<file path="src/rtl/mdu.sv">
// Iterative RISC-V style multiply/divide unit: radix-2 shift-add multiply and
// restoring divide, one bit per cycle, with valid/ready request and result handshakes.
module mdu #(
  parameter int WIDTH = 32,
  parameter int CNT_W = $clog2(WIDTH) + 1
) (
  input  logic             clk,
  input  logic             rst,
  input  logic             in_valid,
  output logic             in_ready,
  input  logic [2:0]       op,
  input  logic [WIDTH-1:0] a,
  input  logic [WIDTH-1:0] b,
  input  logic             flush,
  output logic             out_valid,
  input  logic             out_ready,
  output logic [WIDTH-1:0] result,
  output logic [1:0]       dbg_state_o
);

  // Handshakes: a request transfers on a rising edge where in_valid && in_ready
  // && !flush; a result transfers on an edge where out_valid && out_ready.
  // flush wins over both and returns the unit to IDLE.

  typedef enum logic [1:0] {
    IDLE = 2'd0,
    CALC = 2'd1,
    DONE = 2'd2
  } state_e;

  localparam logic [2:0] OP_MUL    = 3'b000;
  localparam logic [2:0] OP_MULH   = 3'b001;
  localparam logic [2:0] OP_MULHSU = 3'b010;
  localparam logic [2:0] OP_MULHU  = 3'b011;
  localparam logic [2:0] OP_DIV    = 3'b100;
  localparam logic [2:0] OP_DIVU   = 3'b101;
  localparam logic [2:0] OP_REM    = 3'b110;
  localparam logic [2:0] OP_REMU   = 3'b111;

  localparam logic [CNT_W-1:0] LAST_CNT = CNT_W'(WIDTH - 1);
  localparam logic [WIDTH-1:0] MOST_NEG = {1'b1, {(WIDTH-1){1'b0}}};

  state_e             state_q, state_d;
  logic [CNT_W-1:0]   cnt_q, cnt_d;
  logic [2:0]         op_q, op_d;
  logic [WIDTH-1:0]   hi_q, hi_d;
  logic [WIDTH-1:0]   lo_q, lo_d;
  logic [WIDTH-1:0]   md_q, md_d;
  logic [WIDTH-1:0]   res_q, res_d;
  logic               neg_q, neg_d;
  logic               rneg_q, rneg_d;

  // Operand decode at acceptance
  logic               a_signed, b_signed, a_neg, b_neg;
  logic [WIDTH-1:0]   mag_a, mag_b;
  logic               div_zero, div_ovf;
  logic [WIDTH-1:0]   bypass_res;

  always_comb begin
    a_signed = (op == OP_MUL) || (op == OP_MULH) || (op == OP_MULHSU) ||
               (op == OP_DIV) || (op == OP_REM);
    b_signed = (op == OP_MUL) || (op == OP_MULH) ||
               (op == OP_DIV) || (op == OP_REM);
    a_neg    = a_signed && a[WIDTH-1];
    b_neg    = b_signed && b[WIDTH-1];
    mag_a    = a_neg ? -a : a;
    mag_b    = b_neg ? -b : b;
    div_zero = op[2] && (b == '0);
    div_ovf  = ((op == OP_DIV) || (op == OP_REM)) && (a == MOST_NEG) && (b == '1);
    bypass_res = '0;
    if (div_zero) begin
      bypass_res = op[1] ? a : '1;
    end else if (div_ovf) begin
      bypass_res = op[1] ? '0 : a;
    end
  end

  // One iteration step. Multiply: hi accumulates, lo shifts out multiplier bits.
  // Divide: hi is the partial remainder, lo shifts dividend out / quotient in.
  logic [WIDTH:0]     mul_sum;
  logic [WIDTH:0]     div_shift;
  logic [WIDTH:0]     div_diff;
  logic [WIDTH-1:0]   step_hi, step_lo;
  logic [2*WIDTH-1:0] prod, prod_s;
  logic [WIDTH-1:0]   quo_s, rem_s;
  logic [WIDTH-1:0]   fin_res;

  always_comb begin
    mul_sum   = {1'b0, hi_q} + (lo_q[0] ? {1'b0, md_q} : '0);
    div_shift = {hi_q, lo_q[WIDTH-1]};
    div_diff  = div_shift - {1'b0, md_q};
    if (op_q[2]) begin
      // Borrow out of the trial subtraction means restore the shifted remainder
      if (div_diff[WIDTH]) begin
        step_hi = div_shift[WIDTH-1:0];
        step_lo = {lo_q[WIDTH-2:0], 1'b0};
      end else begin
        step_hi = div_diff[WIDTH-1:0];
        step_lo = {lo_q[WIDTH-2:0], 1'b1};
      end
    end else begin
      step_hi = mul_sum[WIDTH:1];
      step_lo = {mul_sum[0], lo_q[WIDTH-1:1]};
    end

    prod   = {step_hi, step_lo};
    prod_s = neg_q ? -prod : prod;
    quo_s  = neg_q ? -step_lo : step_lo;
    rem_s  = rneg_q ? -step_hi : step_hi;

    case (op_q)
      OP_MUL:                       fin_res = prod_s[WIDTH-1:0];
      OP_MULH, OP_MULHSU, OP_MULHU: fin_res = prod_s[2*WIDTH-1:WIDTH];
      OP_DIV, OP_DIVU:              fin_res = quo_s;
      default:                      fin_res = rem_s;
    endcase
  end

  always_comb begin
    state_d = state_q;
    cnt_d   = cnt_q;
    op_d    = op_q;
    hi_d    = hi_q;
    lo_d    = lo_q;
    md_d    = md_q;
    res_d   = res_q;
    neg_d   = neg_q;
    rneg_d  = rneg_q;

    case (state_q)
      IDLE: begin
        if (in_valid) begin
          op_d   = op;
          cnt_d  = '0;
          hi_d   = '0;
          neg_d  = a_neg ^ b_neg;
          rneg_d = a_neg;
          if (op[2]) begin
            md_d = mag_b;
            lo_d = mag_a;
          end else begin
            md_d = mag_a;
            lo_d = mag_b;
          end
          if (div_zero || div_ovf) begin
            res_d   = bypass_res;
            state_d = DONE;
          end else begin
            state_d = CALC;
          end
        end
      end
      CALC: begin
        hi_d  = step_hi;
        lo_d  = step_lo;
        cnt_d = cnt_q + CNT_W'(1);
        if (cnt_q == LAST_CNT) begin
          res_d   = fin_res;
          state_d = DONE;
        end
      end
      DONE: begin
        if (out_ready) begin
          state_d = IDLE;
        end
      end
      default: state_d = IDLE;
    endcase

    if (flush) begin
      state_d = IDLE;
      cnt_d   = '0;
    end
  end

  always_ff @(posedge clk or posedge rst) begin
    if (rst) begin
      state_q <= IDLE;
      cnt_q   <= '0;
      op_q    <= '0;
      hi_q    <= '0;
      lo_q    <= '0;
      md_q    <= '0;
      res_q   <= '0;
      neg_q   <= 1'b0;
      rneg_q  <= 1'b0;
    end else begin
      state_q <= state_d;
      cnt_q   <= cnt_d;
      op_q    <= op_d;
      hi_q    <= hi_d;
      lo_q    <= lo_d;
      md_q    <= md_d;
      res_q   <= res_d;
      neg_q   <= neg_d;
      rneg_q  <= rneg_d;
    end
  end

  assign in_ready    = (state_q == IDLE);
  assign out_valid   = (state_q == DONE);
  assign result      = (state_q == DONE) ? res_q : '0;
  assign dbg_state_o = state_q;

endmodule
</file>
<file path="config.mk">
export PLATFORM = sky130hd
export DESIGN_NAME = mdu
export DESIGN_NICKNAME = d
export VERILOG_FILES = /design/src/rtl/mdu.sv
export SDC_FILE = /design/constraint.sdc
export NUM_CORES = 1
export LEC_CHECK = 0
export BUFFER_PORTS_ARGS = -buffer_cell sky130_fd_sc_hd__buf_2
export CORE_AREA = 2 2 205 207
export DETAILED_ROUTE_END_ITERATION = 16
export DIE_AREA = 0 0 207 209
export REMOVE_ABC_BUFFERS = 1
export SLEW_MARGIN = 5
export SYNTH_ARGS = -nofsm -noshare
export SYNTH_HDL_FRONTEND = slang
export SYNTH_SLANG_ARGS = --single-unit
</file>
<file path="constraint.sdc">
create_clock -name clk -period 5.9 [get_ports clk]
set_clock_uncertainty 0.15 [all_clocks]
set_input_delay 0.295 -clock clk [delete_from_list [all_inputs] [get_ports clk]]
set_output_delay 0.295 -clock clk [all_outputs]
set_load 0.02 [all_outputs]
</file>
Yosys cells after proc, flatten, opt, wreduce, memory -nomap -nowiden --
Index checks and enable logic that the tools add are counted.
Operators by class: add/sub/neg operators 8, equality and inequality tests 20, muxes and demuxes 35, bitwise logic cells 1, reductions and logical operators 26
Operator list (number):
- two-way mux 32 bit | 20
- one-hot mux 32 bit (2 select lines) | 3
- negation 32 bit | 4
- one-hot mux 32 bit (3 select lines) | 1
- == test 32 bit, second input constant | 2
- two-way mux 64 bit | 1
- negation 64 bit | 1
- adder 32 x 32 -> 33 bit | 1
- subtractor 33 x 32 -> 33 bit | 1
- logical NOT 32 bit | 1
- == test 3 bit, second input constant | 4
- two-way mux 6 bit | 2
- one-hot mux 6 bit (2 select lines) | 1
- two-way mux 2 bit | 5
- == test 3 x 2 -> 1 bit, second input constant | 3
- logical OR 1 bit | 8
- adder 6 x 1 -> 6 bit, second input constant | 1
- == test 3 x 1 -> 1 bit, second input constant | 2
- == test 6 x 5 -> 1 bit, second input constant | 1
- logical NOT 3 bit | 2
- inequality test 3 x 2 -> 1 bit, second input constant | 2
- one-hot mux 2 bit (3 select lines) | 1
- AND reduction 2 bit | 3
- logical AND 1 bit | 5
- 14 further kinds | 15
Word-level totals: register bits 141, input port bits 72, output and inout bits 36, logic and storage cells 99

Logic depth before layout (Yosys ltp) --
Gate-level depths: netlist of run 1.
depth after elaboration 10, mapped depth 25, gate-level depth less buffers 23

Worst setup path before layout of run 1 --
OpenSTA, ideal clock, no wires.
path kind reg2reg, start point reg op_q[2], end point reg res_q[28], setup time 0.140 ns, data arrival time 5.738 ns, path slack -0.128 ns, stages on the path, launching flop included 22, cell sequence dfrtp_1 > buf_2 > buf_1 > buf_2 > buf_2 > buf_2 > buf_2 > buf_2 > buf_1 > mux2i_1 > ha_1 > o21ai_0 > or3_1 > or3_1 > clkbuf_1 > or3_1 > or2_2 > or4_1 > or2_0 > and3_1 > o21ai_1 > a22oi_1
On the way: cells in the longest elaborated chain, start to end 6, elaborated cells on any way between the ends 19, classes of those cells 3 x add/sub; 5 x eq/ne; 8 x mux; 3 x reduce/logical
Ends and longest elaborated chain:
- from (decl) | RTL line 45 | logic [2:0] op_q, op_d;
- from (signal assigned) | RTL line 190 | op_q <= op_d;
- two-way mux 32 bit | RTL line 92 | if (op_q[2]) begin
- negation 64 bit (tied with other cells) | RTL line 107 | prod_s = neg_q ? -prod : prod;
- two-way mux 64 bit (tied with other cells) | RTL line 107
- one-hot mux 32 bit (3 select lines) * | RTL line 111 | case (op_q)
- two-way mux 32 bit * | RTL line 157 | if (cnt_q == LAST_CNT) begin
- one-hot mux 32 bit (2 select lines) * | RTL line 130 | case (state_q)
- to (signal assigned) | RTL line 194 | res_q <= res_d;
- to (decl) | RTL line 49 | logic [WIDTH-1:0] res_q, res_d;
Every way passes the cells marked *; elsewhere a longest branch is shown, timed or not. The select of a mux whose other input is x is not followed. A chain may end at the register's enable or synchronous reset.

Worst setup path after layout of run 1 --
start point reg hi_q[29], end point reg res_q[28]
On the way: cells in the longest elaborated chain, start to end 8, elaborated cells on any way between the ends 15, classes of those cells 5 x add/sub; 10 x mux
Ends and longest elaborated chain:
- from (decl) | RTL line 46 | logic [WIDTH-1:0] hi_q, hi_d;
- from (signal assigned) | RTL line 191 | hi_q <= hi_d;
- subtractor 33 x 32 -> 33 bit | RTL line 91 | div_diff = div_shift - {1'b0, md_q};
- two-way mux 1 bit or two-way mux 32 bit (tied branches) | RTL line 94 | if (div_diff[WIDTH]) begin
- two-way mux 32 bit | RTL line 92
- negation 64 bit (tied with other cells) | RTL line 107
- two-way mux 64 bit (tied with other cells) | RTL line 107
- one-hot mux 32 bit (3 select lines) * | RTL line 111
- two-way mux 32 bit * | RTL line 157
- one-hot mux 32 bit (2 select lines) * | RTL line 130
Marked as above.

==> results of run 1 <==
## state kept, by name (all words and copies together), names as in the netlist
| signal | flops |
|---|---|
| hi_q | 32 |
| lo_q | 32 |
| md_q | 32 |
| res_q | 32 |
| cnt_q | 6 |
| op_q | 3 |
| dbg_state_o | 2 |
| neg_q | 1 |
| rneg_q | 1 |
## repair_timing
item	4_1_cts	5_1_grt
hold buffers	6	0
gates resized for setup	0	8
setup buffers	0	1
endpoints found under the setup margin	0	9
endpoints found under the hold margin	96	0
## Yosys cell counts, types with 9 or more instances
library cell | count | area [sq um]
o221ai_1 | 36 | 315.3
inv_1 | 70 | 262.8
mux2i_1 | 57 | 570.6
nand4_1 | 22 | 137.6
or4_1 | 17 | 127.6
nand2b_1 | 15 | 93.84
o211ai_1 | 41 | 307.8
o21ai_0 | 212 | 1061
a31oi_1 | 18 | 112.6
o22ai_1 | 9 | 56.30
ha_1 | 70 | 875.8
xnor2_1 | 102 | 893.4
a21oi_1 | 178 | 890.9
xor2_1 | 67 | 586.8
o21ai_1 | 18 | 90.09
o21a_1 | 16 | 120.1
nand3_1 | 38 | 190.2
dfrtp_1 | 141 | 3528
o31ai_1 | 31 | 232.7
a211oi_1 | 19 | 142.6
nor4_1 | 17 | 106.4
a22o_1 | 20 | 175.2
nand2_1 | 267 | 1002
buf_2 | 14 | 70.07
buf_1 | 18 | 67.56
nor3_1 | 91 | 455.4
nor2_1 | 186 | 698.2
o41ai_1 | 9 | 78.83
a221oi_1 | 10 | 87.58
nand4b_1 | 9 | 78.83
or3_1 | 23 | 143.9
a21o_1 | 20 | 150.1
or2_2 | 12 | 75.07
and3_1 | 15 | 93.84
and2_1 | 76 | 475.5
clkbuf_1 | 97 | 364.1
## cell families (layout without fill, tap and decap cells)
| family | count (synthesis) | count (layout) | share of synthesized area |
|---|---|---|---|
| adders and majority gates | 72 | 72 | 0.05643 |
| muxes | 64 | 64 | 0.04001 |
| xor gates and xnor gates | 169 | 169 | 0.09120 |
| and+or+nand+nor | 830 | 830 | 0.2490 |
| AOI/OAI and AO/OA | 740 | 740 | 0.2958 |
| DFF | 141 | 141 | 0.2174 |
| buffers and inverters | 204 | 305 | 0.05011 |
## worst max-delay path, stage by stage, from the launching register on
cell and delay [ns]:
dfrtp_1 0.42, ha_1 0.38, a21o_1 0.21, a31o_1 0.18, a221o_1 0.31, or3_4 0.39, o211ai_4 0.23, nor2_1 0.08
nor2_1 0.17, ha_1 0.20, o21ai_0 0.12, or3_4 0.42, or3_1 0.37, or3_1 0.39, or2_2 0.31, or4_1 0.54
or2_0 0.25, and3_1 0.19, o21ai_1 0.13, a22oi_1 0.08
## layout make-up
cell class	count	area [sq um]
repair buffers	204	1281
fillers	4241	23000
inverters	70	267.8
multi-input cells	1875	11960
clock buffers	25	485.5
flip-flops and latches	141	3533
well taps	539	674.4
clock inverters	6	85.08
## worst max path at each step
| stage | startpoint | to | slack [ns] |
|---|---|---|---|
| after floorplan | op_q[2] | res_q[28] | -1.84 |
| after global placement | md_q[7] | res_q[28] | 0.19 |
| after detailed placement | md_q[7] | res_q[28] | 0.09 |
| after CTS | md_q[7] | res_q[28] | 0.06 |
| after global routing | hi_q[29] | res_q[28] | 0.007 |
| final | hi_q[29] | res_q[28] | 0.21 |
## metrics by stage
| step | instance area, sq um | hold slack [ns] |
|---|---|---|
| 2_1_floorplan | 15680 | 0.2081 |
| 3_3_place_gp | 17620 | 0.3176 |
| 3_5_place_dp | 17620 | 0.3235 |
| 4_1_cts | 18250 | 0.08744 |
| 5_1_grt | 18290 | 0.1181 |
| 6_report | 18290 | 0.1132 |
## layer usage
layer / up-vias / GRT usage / share of wire
li1: 8336 / - / -
met1: 8564 / 0.4020 / 0.43
met2: 866 / 0.4706 / 0.45
met3: 142 / 0.03817 / 0.081
met4: 0 / 0.1291 / 0.043
met5: - / 0 / 0
## power by group through the flow
| stage | clock, W | sequential [W] | combinational, W |
|---|---|---|---|
| floorplan | 0 | 0.00138 | 0.00346 |
| global placement | 0 | 0.00138 | 0.00524 |
| detailed placement | 0 | 0.00140 | 0.00526 |
| CTS | 0.00112 | 0.00138 | 0.00531 |
| global route | 0.00116 | 0.00142 | 0.00588 |
| finish | 0.00112 | 0.00139 | 0.00549 |
## placed cells by master, fill, tap and decap left out, types with 14 or more instances in the layout
| cell | synthesis | final |
|---|---|---|
| a21o_1 | 20 | 20 |
| buf_2 | 14 | 106 |
| o21a_1 | 16 | 16 |
| a21oi_1 | 178 | 177 |
| clkbuf_16 | 0 | 17 |
| o221ai_1 | 36 | 36 |
| xor2_1 | 67 | 67 |
| dfrtp_1 | 141 | 139 |
| nand2_1 | 267 | 265 |
| o31ai_1 | 31 | 31 |
| mux2i_1 | 57 | 57 |
| o21ai_1 | 18 | 19 |
| o21ai_0 | 212 | 211 |
| nand2b_1 | 15 | 14 |
| buf_4 | 2 | 92 |
| a31oi_1 | 18 | 18 |
| and3_1 | 15 | 15 |
| or3_1 | 23 | 22 |
| nor2_1 | 186 | 183 |
| nor3_1 | 91 | 90 |
| xnor2_1 | 102 | 102 |
| a22o_1 | 20 | 20 |
| o211ai_1 | 41 | 41 |
| ha_1 | 70 | 67 |
| nand3_1 | 38 | 38 |
| nor4_1 | 17 | 17 |
| a211oi_1 | 19 | 18 |
| nand4_1 | 22 | 22 |
| or4_1 | 17 | 17 |
| inv_1 | 70 | 69 |
| and2_1 | 76 | 75 |
==> flow_summary.yaml, run 1 <==
power_and_ir_drop:
  p_per_area_nw_per_um2: 437.4
  peakVddDrop_uv: 209.9
  clock_power_share: 0.140
  switching_power_w: 0.004194
  internal_power_w: 0.003805
  p_seq_frac: 0.174
  combPwrFrac: 0.687
  power_switching_share: 0.5243
  p_leak_nw: 7.481
  power.total_w: 0.007999
clock_network:
  clk_latency_ns: 0.45
  cts_tree: "yes"
  cts_buffer_depth: 2
  cts-htree-levels: 4
  cts_made_buffers: 17
  cts.sinks: 141
  clockRootBuffer: "clkbuf_16"
  path_clk_slew_ns: 0.06
drt:
  vias_per_cell: 6.262
  antenna_left: 0
  post_drt_wl_per_cell_um: 23.02
  vias: 17910
  wl_um: 65850
  drt_iter0_drc: 2047
  route.detailed.drc: 0
  firstDrtPassIters: 8
placement:
  numPortBuffers: 107
  dp_hpwl_um: 50260
  dp.cells: 2822
  place_congestion: 0.9930
  place_ws_ns: 0.09334
critical_path:
  worstSetupPathType: "flip-flop to flip-flop"
  cp-end-kind: "flip-flop"
  r2r_end: "res_q[28]"
  reg2reg_slack_ns: 0.21
  required_ns: 6.02
  reg2reg_depth: 19
  r2r-start: "hi_q[29]"
  cp.arrival_ns: 5.81
  cp_max_fo: 6
  critPathLaunchType: "flip-flop"
hold_path:
  hold_start: "a[5]"
  hp-class: "input port to flip-flop"
  min_to: "res_q[5]"
  hold_depth: 3
global_route:
  grtUsageTotal: 0.2956
  grt_pass1_wl_um: 99710
  grt_pass1_vias: 16560
  grt_overflow: 0
  antenna_found_initial: 2
  grt_max_degree: 88
logic_synthesis:
  synth-main-ff-cell: "dfrtp_1"
  synth_cells: 2220
  synth_area_sq_um: 16230
  synthArstFlopShare: 1.000
  yosys.cell_types.count: 92
  postSynthAreaPerCell_sq_um: 7.311
  ys_seq_area_frac: 0.2174
  synth_warnings: 0
  synth_edf_count: 0
  ys_ff_latch: 141
outcome:
  status: "complete, no violations"
floorplan:
  ios: 108
  coreArea_sq_um: 41290
  start_util: 0.3931
  fp.dieW_um: 207
  row_count: 75
  dieArea_sq_um: 43260
  die_h_um: 209
sta:
  hold_viol_final: 0
  finalSetupViolCount: 0
  tightest_slew_ns: 1.066
  period_needed_ns: 5.686
  grt_setup_unrepaired: "no"
  min_period_over_period: 0.9637
  finalMaxSlewViolations: 0
  fmax_ghz: 0.1759
  slew-limit-headroom: 0.2851
  tns_ns: 0
  final.setup.worst_slack_ns: 0.2144
job:
  maxCapViolations: 0
layout:
  diodes: 0
  syn2layout_area_growth_pct: 12.67
  final_net_count: 2453
  post-route-util: 0.4429
  instances_no_fill: 2860
  drive_gt1_frac: 0.1284
(Power assumes the default switching activity.)
==> run 2: changes to the inputs <==
- CTS_CLUSTER_SIZE: default -> 10
- clock period: 5.9 -> 4.7 ns (I/O delays scaled with it)
==> run 2 against run 1 <==
The run now ends with setup timing left. Die area did not move. First-iteration DRC count decreased by 17%. Via count grew 7.4%. Global-route usage increased by 1.9 points. Hold slack worse by 0.069 ns. Clock power is 38% higher. Sequential cell count did not move.
==> flow_summary.yaml, run 2 (same netlist as run 1, synthesis figures left out) <==
clock_network:
  cts-htree-levels: 4
  cts.sinks: 141
  cts_buffer_depth: 2
  path_clk_slew_ns: 0.06
  clk_latency_ns: 0.46
  cts_tree: "yes"
  clockRootBuffer: "clkbuf_16"
  cts_made_buffers: 17
critical_path:
  cp_slowest_stage_delay_ns: 0.42
  cp-end-kind: "flip-flop"
  crit_chain: "inv_2 -> ha_4 -> a21o_1 -> a31o_1 -> a221o_1 -> or3_4 -> o211ai_4 -> nor2_4 -> nor2_2 -> ha_2 -> o21ai_2 -> or3_4 -> or3_4 -> or3_4 -> or2_4 -> or4_4 -> or2_0 -> and3_1 -> o21ai_1 -> a22oi_1"
  cp_max_fo: 6
  cp.arrival_ns: 5.30
  required_ns: 4.88
  critPathLaunchType: "flip-flop"
  cp_common_cell: "or3_4"
  worstSetupPathType: "flip-flop to flip-flop"
  cp_slowest_cell: "or4_4"
outcome:
  violations: "setup timing"
  status: "finished, violations left"
drt:
  vias_per_cell: 6.029
  post_drt_wl_per_cell_um: 21.72
  drt_iter0_drc: 1693
  wl_um: 69280
  vias: 19230
  firstDrtPassIters: 6
  route.detailed.drc: 0
  antenna_left: 0
floorplan:
  fp.dieW_um: 207
  start_util: 0.3931
  ios: 108
  row_count: 75
  dieArea_sq_um: 43260
  coreArea_sq_um: 41290
  die_h_um: 209
layout:
  layout_common_cells: "404 x buf_4, 263 x nand2_1, 188 x o21ai_0, 178 x nor2_1, 167 x a21oi_1"
  multi_input_area_sq_um: 12540
  fillers: 4019
  diodes: 0
  post-route-util: 0.5203
  final_common_cell: "buf_4"
  drive_gt1_frac: 0.2716
  final_net_count: 2782
  regArea_sq_um: 3535
  postLayoutCellArea_sq_um: 21480
  syn2layout_area_growth_pct: 32.37
power_and_ir_drop:
  combPwrFrac: 0.737
  switching_power_w: 0.005864
  clock_power_share: 0.126
  p_per_area_nw_per_um2: 568.4
  power_switching_share: 0.4802
  p_leak_nw: 9.301
  p_seq_frac: 0.137
  peakVddDrop_uv: 274.8
  internal_power_w: 0.006347
sta:
  hold_viol_final: 0
  slew-limit-headroom: 0.3351
  finalMaxSlewViolations: 0
  finalSetupViolCount: 24
  min_period_over_period: 1.089
  whs_ns: 0.04425
  final.setup.worst_slack_ns: -0.4206
  tightest_slew_ns: 0.9950
  fmax_ghz: 0.1953
  period_needed_ns: 5.121
  grt_setup_unrepaired: "yes"
hold_path:
  hp-class: "input port to flip-flop"
global_route:
  grt_max_degree: 69
  grt_pass1_vias: 18560
  grt_pass1_wl_um: 106100
  antenna_found_initial: 0
  grt_overflow: 0
  grtUsageTotal: 0.3149
job:
  maxCapViolations: 0
placement:
  dp_hpwl_um: 54100
  place_congestion: 1.063
  dpl-instance-area_sq_um: 19920
  numPortBuffers: 107
## run 2: cell count changes in the layout (fill, tap and decap cells not counted), sizes merged
cell	delta
clkinvlp	+1
bufinv	+2
buf	+329
clkbuf	-4
clkinv	+2
## run 2: layout make-up
| cell class | count | share of cell area |
|---|---|---|
| tap | 539 | 0.03139 |
| multi-input combinational | 1875 | 0.5837 |
| sequential | 141 | 0.1645 |
| clock buffer | 21 | 0.02236 |
| clock inverter | 11 | 0.007571 |
| timing repair buffer | 533 | 0.1780 |
| inverter | 70 | 0.01246 |
## run 2: worst max-delay path, delay by kind of cell (launching register included)
kind            cells  cell delay [ns]
simple gates       10             2.73
compound gates      7             1.21
fa+ha+maj           2             0.41
flops               1             0.39
buf+inv             1             0.07
## run 2: power by group through the flow
stage	clock (W)	combinational [W]	sequential [W]
global placement	0	0.00806	0.00166
floorplan	0	0.00434	0.00173
CTS	0.00155	0.00841	0.00166
finish	0.00154	0.00900	0.00167
global route	0.00159	0.00962	0.00171
detailed placement	0	0.00813	0.00167
## run 2: worst paths after layout
check / start / to / slack [ns] / depth (start not counted)
worst min register to register: res_q[1] / res_q[1] / 0.33 / 1
worst max register to register: md_q[30] / res_q[28] / -0.42 / 20
worst min-delay path: a[5] / res_q[5] / 0.04 / 3
max in group asynchronous: rst / md_q[22] / 3.07 / 4
min in group asynchronous: rst / res_q[0] / 0.24 / 3
worst max-delay path: md_q[30] / res_q[28] / -0.42 / 20
## run 2: per-stage QoR
stage	std cells	setup WS [ns]	power, W	setup TNS (ns)
2_1_floorplan	2086	-3.038	0.006069	-78.17
3_3_place_gp	3127	-0.8525	0.009719	-10.60
3_5_place_dp	3127	-0.9016	0.009809	-12.47
4_1_cts	3179	-0.4243	0.01162	-6.326
5_1_grt	3190	-0.5754	0.01292	-9.963
6_report	3190	-0.4206	0.01221	-6.049
## run 2: timing repair
action | 4_1_cts | 5_1_grt
endpoints found under the setup margin | 28 | 32
endpoints found under the hold margin | 61 | 0
pin swaps | 44 | 49
gates resized for setup | 74 | 88
hold buffers | 6 | 0
setup buffers | 15 | 11
## run 2: layer usage
metal	vias to the layer above	GRT usage	wire length (um)
met3	212	0.05185	5468
met1	9146	0.4131	29000
li1	8988	-	-
met4	0	0.1727	4051
met2	886	0.4949	30760
met5	-	0	0
